[src/rtl/toll_pkg.sv]
// Shared fee constants, class encodings and record field widths
// for the toll record buffer.
package toll_pkg;

  localparam int SEQ_W   = 8;
  localparam int CLASS_W = 2;
  localparam int DROP_W  = 8;

  localparam int BASE_FEE_C1   = 20;
  localparam int BASE_FEE_C2   = 35;
  localparam int BASE_FEE_C3   = 50;
  localparam int VIOLATION_FEE = 200;
  localparam int PENALTY_FEE   = 100;

  typedef enum logic [CLASS_W-1:0] {
    CLS_NONE = 2'b00,
    CLS_1    = 2'b01,
    CLS_2    = 2'b10,
    CLS_3    = 2'b11
  } cls_e;

  function automatic logic [31:0] class_fee(
    input logic [CLASS_W-1:0] cls
  );
    logic [31:0] f;
    f = 32'(VIOLATION_FEE);
    unique case (cls)
      CLS_1:   f = 32'(BASE_FEE_C1);
      CLS_2:   f = 32'(BASE_FEE_C2);
      CLS_3:   f = 32'(BASE_FEE_C3);
      default: f = 32'(VIOLATION_FEE);
    endcase
    return f;
  endfunction

endpackage

[src/rtl/toll_fifo.sv]
// Circular record store; pointers carry one extra wrap bit so that
// full and empty are distinguished without a separate counter.
module toll_fifo #(
  parameter int DW    = 8,
  parameter int DEPTH = 4
) (
  input  logic                       clk,
  input  logic                       reset,
  input  logic                       push,
  input  logic                       pop,
  input  logic [DW-1:0]              wdata,
  output logic [DW-1:0]              rdata,
  output logic                       full,
  output logic                       empty,
  output logic [$clog2(DEPTH):0]     count
);

  localparam int AW = $clog2(DEPTH);

  logic [DW-1:0] mem [DEPTH];
  logic [AW:0]   wr_ptr;
  logic [AW:0]   rd_ptr;
  logic          do_push;
  logic          do_pop;

  assign empty = (wr_ptr == rd_ptr);
  assign full  = (wr_ptr[AW] != rd_ptr[AW]) &&
                 (wr_ptr[AW-1:0] == rd_ptr[AW-1:0]);
  assign count = wr_ptr - rd_ptr;

  assign do_pop  = pop & ~empty;
  assign do_push = push & (~full | do_pop);

  // Head is forced to zero when nothing is stored.
  assign rdata = empty ? '0 : mem[rd_ptr[AW-1:0]];

  // Pointer update; a pop frees the slot a same-cycle push needs.
  always_ff @(posedge clk or posedge reset) begin
    if (reset) begin
      wr_ptr <= '0;
      rd_ptr <= '0;
    end else begin
      if (do_push) wr_ptr <= wr_ptr + 1'b1;
      if (do_pop)  rd_ptr <= rd_ptr + 1'b1;
    end
  end

  // Record storage, no reset needed: pointers define contents.
  always_ff @(posedge clk) begin
    if (do_push) mem[wr_ptr[AW-1:0]] <= wdata;
  end

endmodule

[src/rtl/toll_record_buffer.sv]
// Turns ETC done pulses into fee records and buffers them.
// Optional macro TOLL_PENALTY_EN adds an overspeed penalty fee.
module toll_record_buffer
  import toll_pkg::*;
#(
  parameter int WIDTH_SPEED = 14,
  parameter int FEE_WIDTH   = 16,
  parameter int DEPTH       = 4,
  parameter int SPEED_LIMIT = 80
) (
  input  logic                     clk,
  input  logic                     reset,
  input  logic                     done,
  input  logic [WIDTH_SPEED-1:0]   speed,
  input  logic [1:0]               valid_Epass,
  input  logic                     rec_ready,
  input  logic                     clr_ovf,
  output logic                     rec_valid,
  output logic [7:0]               rec_seq,
  output logic [1:0]               rec_class,
  output logic [WIDTH_SPEED-1:0]   rec_speed,
  output logic [FEE_WIDTH-1:0]     rec_fee,
  output logic                     rec_violation,
  output logic                     rec_overspeed,
  output logic [$clog2(DEPTH):0]   fifo_count,
  output logic [7:0]               drop_cnt,
  output logic                     overflow
);

  localparam int RW = SEQ_W + CLASS_W + WIDTH_SPEED + FEE_WIDTH + 2;

  localparam logic [WIDTH_SPEED:0] LIMIT =
    (WIDTH_SPEED+1)'(SPEED_LIMIT);

  localparam logic [31:0] FEE_MAX =
    (FEE_WIDTH >= 32) ? 32'hFFFF_FFFF
                      : ((32'd1 << FEE_WIDTH) - 32'd1);

  logic                   done_q;
  logic                   armed;
  logic                   evt;
  logic                   s1_vld;
  logic [WIDTH_SPEED-1:0] s1_speed;
  logic [CLASS_W-1:0]     s1_cls;
  logic [SEQ_W-1:0]       s1_seq;
  logic [SEQ_W-1:0]       seq_cnt;

  logic                   s2_over;
  logic                   s2_viol;
  logic [31:0]            s2_sum;
  logic [FEE_WIDTH-1:0]   s2_fee;
  logic [RW-1:0]          wdata;
  logic [RW-1:0]          rdata;
  logic                   full;
  logic                   empty;
  logic                   pop;
  logic                   drop;

  // armed blocks a done level that was already high out of reset.
  assign evt = done & ~done_q & armed;

  // Edge detector state.
  always_ff @(posedge clk or posedge reset) begin
    if (reset) begin
      done_q <= 1'b0;
      armed  <= 1'b0;
    end else begin
      done_q <= done;
      armed  <= armed | ~done;
    end
  end

  // Stage 1: capture the measurement and number the event.
  always_ff @(posedge clk or posedge reset) begin
    if (reset) begin
      s1_vld   <= 1'b0;
      s1_speed <= '0;
      s1_cls   <= '0;
      s1_seq   <= '0;
      seq_cnt  <= '0;
    end else begin
      s1_vld <= evt;
      if (evt) begin
        s1_speed <= speed;
        s1_cls   <= valid_Epass;
        s1_seq   <= seq_cnt;
        seq_cnt  <= seq_cnt + 1'b1;
      end
    end
  end

  // Stage 2: fee and flags, summed wide then saturated.
  always_comb begin
    s2_over = ({1'b0, s1_speed} > LIMIT);
    s2_viol = (s1_cls == CLS_NONE);
    s2_sum  = class_fee(s1_cls);
`ifdef TOLL_PENALTY_EN
    if (s2_over) s2_sum = s2_sum + 32'(PENALTY_FEE);
`endif
    if (s2_sum > FEE_MAX) s2_fee = '1;
    else                  s2_fee = FEE_WIDTH'(s2_sum);
  end

  assign wdata = {s1_seq, s1_cls, s1_speed,
                  s2_fee, s2_viol, s2_over};

  assign pop  = rec_valid & rec_ready;
  assign drop = s1_vld & full & ~pop;

  toll_fifo #(
    .DW    (RW),
    .DEPTH (DEPTH)
  ) u_fifo (
    .clk   (clk),
    .reset (reset),
    .push  (s1_vld),
    .pop   (pop),
    .wdata (wdata),
    .rdata (rdata),
    .full  (full),
    .empty (empty),
    .count (fifo_count)
  );

  assign rec_valid = ~empty;
  assign {rec_seq, rec_class, rec_speed,
          rec_fee, rec_violation, rec_overspeed} = rdata;

  // Drop accounting; a same-cycle drop wins over the clear.
  always_ff @(posedge clk or posedge reset) begin
    if (reset) begin
      overflow <= 1'b0;
      drop_cnt <= '0;
    end else if (clr_ovf) begin
      overflow <= drop;
      drop_cnt <= drop ? 8'd1 : 8'd0;
    end else if (drop) begin
      overflow <= 1'b1;
      if (drop_cnt != 8'hFF) drop_cnt <= drop_cnt + 1'b1;
    end
  end

endmodule
[config.mk]
export PLATFORM = sky130hd
export DESIGN_NAME = toll_record_buffer
export DESIGN_NICKNAME = d
export VERILOG_FILES = /design/src/rtl/toll_pkg.sv /design/src/rtl/toll_fifo.sv /design/src/rtl/toll_record_buffer.sv
export SDC_FILE = /design/constraint.sdc
export NUM_CORES = 1
export LEC_CHECK = 0
export ABC_AREA = 0
export CORE_MARGIN = 1.5
export CORE_UTILIZATION = 48
export DETAILED_ROUTE_END_ITERATION = 6
export PLACE_DENSITY = 0.7
export SKIP_LAST_GASP = 1
export SLEW_MARGIN = 20
export SYNTH_ARGS = -nofsm -noshare
export SYNTH_HDL_FRONTEND = slang
export SYNTH_HIERARCHICAL = 1
export SYNTH_SLANG_ARGS = --single-unit
[constraint.sdc]
create_clock -name clk -period 4.92 [get_ports clk]
set_clock_uncertainty 0.2 [all_clocks]
set_input_delay 1.23 -clock clk [delete_from_list [all_inputs] [get_ports clk]]
set_output_delay 1.23 -clock clk [all_outputs]
set_load 0.05 [all_outputs]
==> metrics.md <==
| Metric | Value |
|---|---|
| Port buffer count | `75` |
| Max Root-Sink Buffers | `3` |
| Yosys reg bits | `between 200 and 250` |
| CP startpoint kind | `flip-flop` |
| Share of cells above drive strength 1 | `15.5%` |
| Synthesized area per cell | `17.0 µm²` |
| Switching power | `2.95 mW` |
| CTS resizes | `0` |
| Internal Power | `~4.5 mW` |
| Number of enable flip-flop cells after synthesis | `168` |
| Drt via density | `5.22` |
| Worst Path Arrival | `3.05 ns` |
| Remaining global-route overflow | `0` |
| DIE HEIGHT | `around 140 µm` |
| CP Data Required Time | `around 3.5 ns` |
| First-pass GRT wire length | `25200 µm` |
| Yosys Warn Count | `6` |
| Max incr delay on CP | `approximately 0.74 ns` |
| CTS root buf | `clkbuf_16` |
| Clock-pin transition on the worst setup and hold timing paths | `0.06 ns` |
| CTS tree | `built` |
| Routed WL | `15900 µm` |
| Number of global-route vias before repair | `4697` |
| Post-Syn Area | `between 0.008 and 0.009 mm²` |
| Hpwl dp | `~9500 µm` |
| Max Clock Freq | `0.223 GHz` |
| Seq pwr share | `32.9%` |
| Hold_buf cts | `0` |
| Initial DRC Count | `approximately 310` |
| Total GRT Usage | `17.6%` |
| Ports | `76` |
| Final setup fails | `0` |
| Final worst slack | `0.440 ns` |
| Sequential share of the synthesized area | `72.2%` |
| Die ar. | `between 0.015 and 0.02 mm²` |
| Router iterations before antenna repair | `4` |
| Number of diodes | `0` |
| Cell count after synthesis | `~510` |
| Clock share of power | `a little over a fifth` |
| Status | `complete, no violations` |
| Final nets | `about 660` |
| Hold Crit Depth | `1` |
| Fillers | `1368` |
| Initial antenna violation count | `0` |
| Tot Pwr | `7.43 mW` |
| Vias | `4558` |
| Max Cap Viol | `0` |
| Final ANT Viol Nets | `0` |
| Final TNS setup | `0 ns` |
| Pwr/cell area | `704 mW/mm²` |
| Die width | `138 µm` |
| Clk Latency, worst-skew pair | `0.50 ns` |
| Rows | `49` |
| Crit path capture type | `output pin` |
| Final worst path period need | `4.48 ns` |
| Final max-slew violation count | `0` |
| Initial Utilization | `about half` |
| Relative max-transition margin | `around 36%` |
| Asr flop ratio synth | `22.9%` |
| Largest vdd supply drop | `0.623 mV` |
| Tcrit/Tclk final | `91.1%` |
| Worst min-delay path class | `reg2reg` |
| Combinational share of power | `a little under half` |
| Cell variety after synth | `48` |
| Min Hold Slack | `about 0.28 ns` |
| CP max stage cell | `clkdlybuf4s50_1` |
| Depth of the CTS H-tree | `1` |
| Largest net degree at the start of global routing | `46` |
| Wire per inst | `18.2 µm` |
| Setup Fix Bufs, Post-CTS | `0` |
| Met3 wire length | `approximately 800 µm` |
| WS Path Type | `reg2out` |
| DR WL met2 | `7860 µm` |
| Num CTS Buffers | `22` |
| Residual DRC | `0` |
| Number of clock sinks | `about 220` |
| Highest metal used | `met4` |
| Placement Setup Slack | `slightly below 0.9 ns` |
| Switching Share | `39.7%` |
| Wl on met1 | `6960 µm` |
| Core area | `0.0179 mm²` |
| RSZ-0062 raised after global routing | `false` |
| Worst-case reg-to-reg path depth | `9` |
| Cell leakage power | `3.87 nW` |
| Synthesis-to-finish area growth | `20.9%` |
| Top_reg_cell synth | `edfxtp_1` |
| GPL Wtd Cong | `~0.8` |
| Critical-path maximum fanout | `44` |
| Tightest Pin Transition | `0.962 ns` |
| Cells along the critical path | `buf_4 -> mux4_2 -> nor2b_1 -> clkdlybuf4s50_1` |
| Fin util | `58.9%` |
| Final-report hold violation count | `0` |
critical path: cells and delay by family, from the launching register on:
kind / cells / cell delay [ns]
DFF: 1 / 0.35
muxes: 1 / 0.59
and+or+nand+nor: 1 / 0.16
buffers and inverters: 2 / 1.43
sequential cells by signal, indices dropped and copies added, names as in the netlist, 2 cells and up:
name and cells:
drop_cnt 8, s1_cls 2, s1_seq 8, s1_speed 14, seq_cnt 8, u_fifo/mem 168
u_fifo/rd_ptr 3, u_fifo/wr_ptr 3
synthesized netlist by cell type, types with 2 or more instances:
master	instances	area [µm²]
nand2_1	83	312
xor2_1	2	17.5
edfxtp_1	168	5040
mux2i_1	2	20.0
inv_1	11	41.3
xnor2_1	10	87.6
o21ai_0	5	25.0
nor3_1	6	30.0
inv_2	2	7.51
buf_2	7	35.0
ha_1	9	113
clkbuf_1	9	33.8
nand3_1	9	45.0
and2_2	4	30.0
buf_4	4	30.0
nor2_1	12	45.0
mux4_2	42	946
nor2b_1	45	282
nand4_1	2	12.5
buf_1	2	7.51
dfrtp_1	50	1250
a21oi_1	3	15.0
cells by family (layout without fill, tap and decap cells):
kind of cell               count (synthesis)  in the layout  synth area share (%)
buffers and inverters                     35            135                  1.78
muxes                                     46             46                  11.4
DFF                                      218            218                  72.2
other                                      1             32                0.0430
AOI/OAI and AO/OA                         17             17                  1.71
adders and majority gates                 10             10                  1.52
xor gates and xnor gates                  12             12                  1.20
and+or+nand+nor                          174            174                  10.2
layer usage:
layer	global-route usage, %	up-vias
met1	24.1	2321
li1	-	2104
met5	0	-
met2	29.4	111
met4	5.21	0
met3	2.87	22
layout make-up:
type                            count  area (µm²)  area share [%]
Timing Repair Buffer               82         816            7.74
Multi-Input combinational cell    291        2400            22.7
Tap cell                          229         287            2.72
Sequential cell                   218        6300            59.7
Inverter                           13        50.0           0.475
Clock buffer                       33         643            6.10
Clock inverter                      7        56.3           0.534
final timing paths:
check                               endpoint  slack, ns             start
max in group asynchronous        s1_speed[9]       3.00             reset
hold reg to reg                   seq_cnt[7]       0.28        seq_cnt[7]
setup reg to reg           u_fifo/mem[3][30]       1.32  u_fifo/wr_ptr[0]
setup / recovery                  rec_seq[0]       0.44  u_fifo/rd_ptr[0]
hold / removal                    seq_cnt[7]       0.28        seq_cnt[7]
min in group asynchronous   u_fifo/wr_ptr[2]       0.81             reset
layout by cell type, fill, tap and decap left out, types with 2 or more instances in the layout:
cell type,n
edfxtp_1,168
nand2_1,83
clkdlybuf4s50_1,75
dfrtp_1,48
nor2b_1,45
mux4_2,42
conb_1,32
clkbuf_16,23
nor2_1,11
inv_1,10
xnor2_1,10
nand3_1,9
ha_1,9
clkbuf_1,7
nor3_1,6
buf_4,6
o21ai_0,5
clkinv_2,4
and2_2,4
a21oi_1,3
clkinv_1,3
clkbuf_8,3
inv_2,2
mux2i_1,2
xor2_1,2
nand4_1,2
dfrtp_2,2
metrics by stage:
step                      std cells  area, µm²
after floorplan                 544       8840
after global placement          833       9850
after detailed placement        833       9850
after CTS                       873      10500
after global routing            873      10500
final                           873      10500
power by group through the flow:
stage                     clock [mW]  sequential (mW)  combinational, mW
after floorplan                    0             2.45               2.43
final                           1.60             2.44               3.39
after global routing            1.70             2.48               3.59
after detailed placement           0             2.48               3.43
after CTS                       1.63             2.45               3.44
after global placement             0             2.46               3.40
(Power assumes the default switching activity.)
